### src/rtl/ascon_data_padder.sv
// ascon_data_padder: packs a byte stream big-endian into 64-bit ASCON rate blocks with 10* padding
module ascon_data_padder (
  input  logic        clock_i,
  input  logic        resetb_i,
  input  logic [7:0]  byte_i,
  input  logic        byte_valid_i,
  input  logic        byte_last_i,
  output logic        byte_ready_o,
  input  logic        pad_only_i,
  output logic [63:0] block_o,
  output logic        block_valid_o,
  input  logic        block_ready_i,
  output logic        block_last_o,
  output logic [3:0]  block_nbytes_o
);
  typedef enum logic [1:0] {S_FILL, S_OUT, S_PADX} state_t;
  localparam logic [63:0] c_pad = 64'h8000_0000_0000_0000;
  state_t      r_state;
  logic [2:0]  r_cnt;
  logic [63:0] r_pack;
  logic        r_pad_pend;
  logic [63:0] r_block;
  logic        r_valid;
  logic        r_last;
  logic [3:0]  r_nbytes;
  logic        w_acc;
  logic [3:0]  w_n;
  logic        w_full;
  logic [63:0] w_packed;
  logic [63:0] w_pad;
  assign byte_ready_o   = r_state == S_FILL;
  assign block_o        = r_block;
  assign block_valid_o  = r_valid;
  assign block_last_o   = r_last;
  assign block_nbytes_o = r_nbytes;
  // next-byte placement and the 0x80 marker that follows the new byte count (zero once the block is full)
  always_comb begin
    w_acc    = byte_valid_i & byte_ready_o;
    w_n      = {1'b0, r_cnt} + 4'd1;
    w_full   = w_n[3];
    w_packed = r_pack | ({byte_i, 56'd0} >> {r_cnt, 3'b000});
    w_pad    = c_pad >> {w_n, 3'b000};
  end
  // fill / output / extra-pad sequencing with registered block and tags
  always_ff @(posedge clock_i or negedge resetb_i) begin
    if (!resetb_i) begin
      r_state    <= S_FILL;
      r_cnt      <= 3'd0;
      r_pack     <= 64'd0;
      r_pad_pend <= 1'b0;
      r_block    <= 64'd0;
      r_valid    <= 1'b0;
      r_last     <= 1'b0;
      r_nbytes   <= 4'd0;
    end else begin
      case (r_state)
        S_FILL: begin
          if (w_acc) begin
            if (byte_last_i || w_full) begin
              r_block    <= w_packed | w_pad;
              r_last     <= byte_last_i & ~w_full;
              r_nbytes   <= w_n;
              r_pad_pend <= byte_last_i & w_full;
              r_valid    <= 1'b1;
              r_cnt      <= 3'd0;
              r_pack     <= 64'd0;
              r_state    <= S_OUT;
            end else begin
              r_pack <= w_packed;
              r_cnt  <= w_n[2:0];
            end
          end else if (pad_only_i && r_cnt == 3'd0) begin
            r_block  <= c_pad;
            r_last   <= 1'b1;
            r_nbytes <= 4'd0;
            r_valid  <= 1'b1;
            r_state  <= S_OUT;
          end
        end
        S_OUT: begin
          if (block_ready_i) begin
            if (r_pad_pend) begin
              r_block  <= c_pad;
              r_last   <= 1'b1;
              r_nbytes <= 4'd0;
              r_state  <= S_PADX;
            end else begin
              r_block  <= 64'd0;
              r_last   <= 1'b0;
              r_nbytes <= 4'd0;
              r_valid  <= 1'b0;
              r_pack   <= 64'd0;
              r_state  <= S_FILL;
            end
          end
        end
        S_PADX: begin
          if (block_ready_i) begin
            r_block    <= 64'd0;
            r_last     <= 1'b0;
            r_nbytes   <= 4'd0;
            r_valid    <= 1'b0;
            r_pad_pend <= 1'b0;
            r_state    <= S_FILL;
          end
        end
        default: r_state <= S_FILL;
      endcase
    end
  end
endmodule

### config.mk
export PLATFORM = sky130hd
export DESIGN_NAME = ascon_data_padder
export DESIGN_NICKNAME = d
export VERILOG_FILES = /design/src/rtl/ascon_data_padder.sv
export SDC_FILE = /design/constraint.sdc
export NUM_CORES = 1
export LEC_CHECK = 0
export ABC_AREA = 1
export CAP_MARGIN = 20
export CORE_MARGIN = 2
export CORE_UTILIZATION = 52
export CTS_CLUSTER_DIAMETER = 60
export CTS_CLUSTER_SIZE = 25
export DETAILED_ROUTE_END_ITERATION = 7
export PLACE_DENSITY = 0.76
export SLEW_MARGIN = 5
export SYNTH_ARGS = -nofsm -noshare
export SYNTH_HDL_FRONTEND = slang
export SYNTH_SLANG_ARGS = --single-unit
export TNS_END_PERCENT = 1
### constraint.sdc
create_clock -name clock_i -period 5.3 [get_ports clock_i]
set_clock_uncertainty 0.05 [all_clocks]
set_input_delay 0.795 -clock clock_i [delete_from_list [all_inputs] [get_ports clock_i]]
set_output_delay 0.795 -clock clock_i [all_outputs]
set_load 0.02 [all_outputs]
==> results.txt <==
Global routing finished with a remaining overflow of 0. The HPWL after detailed placement is between 10000 and 15000 um. At the end of the flow the core is filled with cells to roughly 66%. The mean area per synthesized cell is 8.67 um^2. The number of distinct library cells after synthesis is 27.

The number of clock sinks came out at 140. The detailed router finished its first iteration with approximately 510 violations. The startpoint type of the worst setup path is a flop.

The number of max-slew violations in the final report is 0. The relative area change from synthesis to final layout came out at 23.9%. The top cell type by area accounts for between 50% and 60% of the synthesized area. The buffering stage count on the worst path with inverters included came out at 2. The antenna cell count is 0. In this design, the stage delay of the slowest critical-path cell is 850 ps.

The time the worst path needs with I/O delays and setup came out at 3900 ps. The clock network latency to the later pin of the worst-skew pair is 420 ps. Summing all flip-flop and latch instances after layout gives roughly 3500 um^2.

The relative max-transition margin came out at between 30% and 40%. The TritonCTS clock tree is yes. The tree is rooted in a clkbuf_16.

The final routed DRC violation total is 0. The H-tree was split into 4 levels. After synthesis, the largest family of logic cells by area is simple AND/OR/NAND/NOR gates. The hold violation count in the final report came to 0. The commonest cells after synthesis are 222 x nand2_1, 140 x dfrtp_1, 57 x o21ai_0. The Yosys step of the flow raised 0 warnings. The maximum buffer depth of the clock tree is 2. The count of TritonRoute iterations in the first routing pass came out at 5.

The post-synthesis compound-gate area fraction came out at a little under a fifth. The core region is ~12000 um^2. The adder-cell share of the synthesized area came out at around 1.7%. For this run, the post-layout net count is between 800 and 900. The worst setup path is captured at a flop. The mux cell area share after synthesis came out at 0%.

The post-cts sizing count came out at 0. In this run the cell area measured after placement is roughly 7400 um^2. The width of the die came out at between 100 and 150 um.

The post-detailed-route count of antenna-violating nets came out at 0. The fmax is 256 MHz. The run finished with clean final reports.

At the pin with the least slew margin, the transition time is between 1000 and 1500 ps. For this design, the CTS-stage hold fixing added 0 buffers. The most used flip-flop cell after synthesis is dfrtp_1. The arrival time of the worst setup path came out at ~4000 ps. The fraction of the yosys area taken by sequential cells is a little over half. The count of pins on the block boundary came out at 85.

On the critical path, the stage with the largest delay is an instance of dfrtp_1. The initial antenna violation count came to 0. The post-synthesis instance total is between 700 and 800. The per-cell via count in the routed design is between 5 and 6. By startpoint and endpoint, the worst setup path is classified as reg2reg. Clock-pin slew was measured on the worst setup and hold paths at approximately 60 ps.

The final-layout worst hold slack came out at roughly 360 ps. The peak fanout along the critical path is 75. From bottom edge to top edge, the die measures 116 um. The number of enable-type register cells in the synthesized netlist came out at 0. In the final routed layout, each cell accounts on average for 16.3 um.

The proportion of layout cells with a drive suffix above 1 came out at roughly 5.3%. The tool flagged a number of max-cap violations equal to 0. After filler insertion, the fill cell instance count of the layout stands at about 1000. The worst slack after detailed placement came out at between 1500 and 2000 ps. The critical path data required time came out at ~5500 ps. Sorting the synthesized cells by area gives the leading types as dfrtp_1 54%, nand2_1 13%, a21boi_0 4.9%. The simple-gate area share of the yosys netlist came out at 19.9%. In this run the worst hold path is classified as in2async. For this design the static power due to leakage is between 3 and 4 nW. In this run the post-CTS setup repair buffer count came out at 0. The critical path goes through clkinv_1 > ha_1 > nand3_1 > nand2_1 > nand4_4 > buf_4 > o21ai_0. The final setup slack of the worst path is 1400 ps.

nand2_1 is the most common cell in the netlist. The number of nets in the synthesized netlist is 771. The top cell type by total area after synthesis is dfrtp_1. The synthesized netlist devotes 0% of its cell area to XOR and XNOR gates. In the global route stage, overall resource usage came out at between 20% and 30%.

The number of vias after detailed routing is about 5500. The synthesized netlist occupies a cell area of roughly 6500 um^2. The total power density per cell area came out at between 400 and 500 nW/um^2. The setup TNS is 0 ps.

Setup repair after global routing left no endpoint under its margin. The peak supply drop is around 0.00048 V. The die covers 13400 um^2. The total non-filler cell area in the finished layout is 8040 um^2. The pin count of the biggest net entering global routing is 80. The first-pass GRT wire length is roughly 27000 um. The initial utilization of the core area, before any placement, comes to approximately 54%.

The site row count is 40. The fraction of registers with async set or reset after synthesis is 100%. Of the available clock period, the critical path in the final layout requires around three quarters. The kind of cell with the highest combined delay along the critical path is buffers and inverters. The via count of the first global-routing pass is roughly 5500. The final estimated routing congestion in global placement is 0.913. The routed design has 16200 um of wire.

The count of final setup violators came out at 0. The number of buffers inserted by port buffering came out at 84. The area occupied by multi-input gates came out at 2640 um^2. The total CTS buffers came out at 17.

The number of register bits inferred by synthesis came out at 140.
==> cell usage in the layout (no fill, tap or decap) <==
cell,instances
clkinvlp_4,3
dfrtp_1,140
clkbuf_8,2
o21ai_1,30
nand3_2,2
clkdlybuf4s50_1,83
a31oi_1,2
nand2_1,222
buf_4,4
clkbuf_1,1
ha_1,9
buf_12,2
buf_6,1
a21boi_0,42
clkinv_4,1
nand2_2,1
nor2_1,45
nand3_1,39
nand4_4,1
nor3_1,3
inv_1,29
nand3b_1,2
o22ai_1,2
o211ai_1,1
nor2_4,1
clkbuf_16,17
o21ai_0,57
clkinv_2,2
inv_2,2
clkinv_1,2
a21oi_1,28
o21bai_1,40
bufinv_16,5
nand4_1,3
==> state kept, by name, summed over array words and instances (netlist names) <==
name and count:
r_state 2, r_pad_pend 1, block_valid_o 1, block_o 64
block_last_o 1, r_cnt 3, r_pack 64, block_nbytes_o 4
==> through the flow <==
step,power [mW],std cells
floorplan,2.13,748
global placement,2.40,959
detailed placement,2.48,961
CTS,3.79,992
global route,4.00,992
finish,3.79,992
==> per-layer routing <==
| metal | vias to the layer above | track usage (%) | routed length [um] |
|---|---|---|---|
| met5 | - | 0 | 0 |
| met4 | 0 | 10.6 | 476 |
| met3 | 43 | 5.44 | 949 |
| met2 | 208 | 39.8 | 7530 |
| met1 | 2683 | 36.7 | 7220 |
| li1 | 2592 | - | - |
==> cell type report <==
type                       instances  area share (%)
clock buffer                      20            5.68
clock inverter                    11            2.38
inverter                          33            1.54
multi-input combinational        530            32.9
sequential                       140            43.6
tap                              168            2.61
timing repair buffer              90            11.3
==> cell families after synthesis <==
logic type                 count (synthesis)
AOI/OAI and AO/OA                        202
DFF                                      140
adders and majority gates                  9
buffers and inverters                     78
and+or+nand+nor                          319
==> power by group <==
group / total, mW / leakage, nW / switching [mW] / internal (mW)
combinational: 1.24 / 1.17 / 0.897 / 0.348
clock: 1.30 / 0.308 / 0.448 / 0.856
sequential: 1.25 / 1.94 / 0.0903 / 1.16
==> worst reg2reg max path, delay by kind of cell (launching register included) <==
kind            cells  cell delay (ps)
compound gates      1              240
buf+inv             2             1420
fa+ha+maj           1              500
flops               1              850
simple gates        3              700
==> worst paths after layout <==
path / startpoint / end / slack, ps / depth (start not counted)
min in group clock_i: block_o[47] / block_o[47] / 430 / 2
max in group asynchronous: resetb_i / r_pack[58] / 3590 / 2
worst min register to register: block_o[47] / block_o[47] / 430 / 2
worst max register to register: r_cnt[0] / block_o[2] / 1400 / 7
worst max-delay path: r_cnt[0] / block_o[2] / 1400 / 7
worst min-delay path: resetb_i / block_o[1] / 360 / 1
Note: power is estimated with default switching activity, not from simulation.
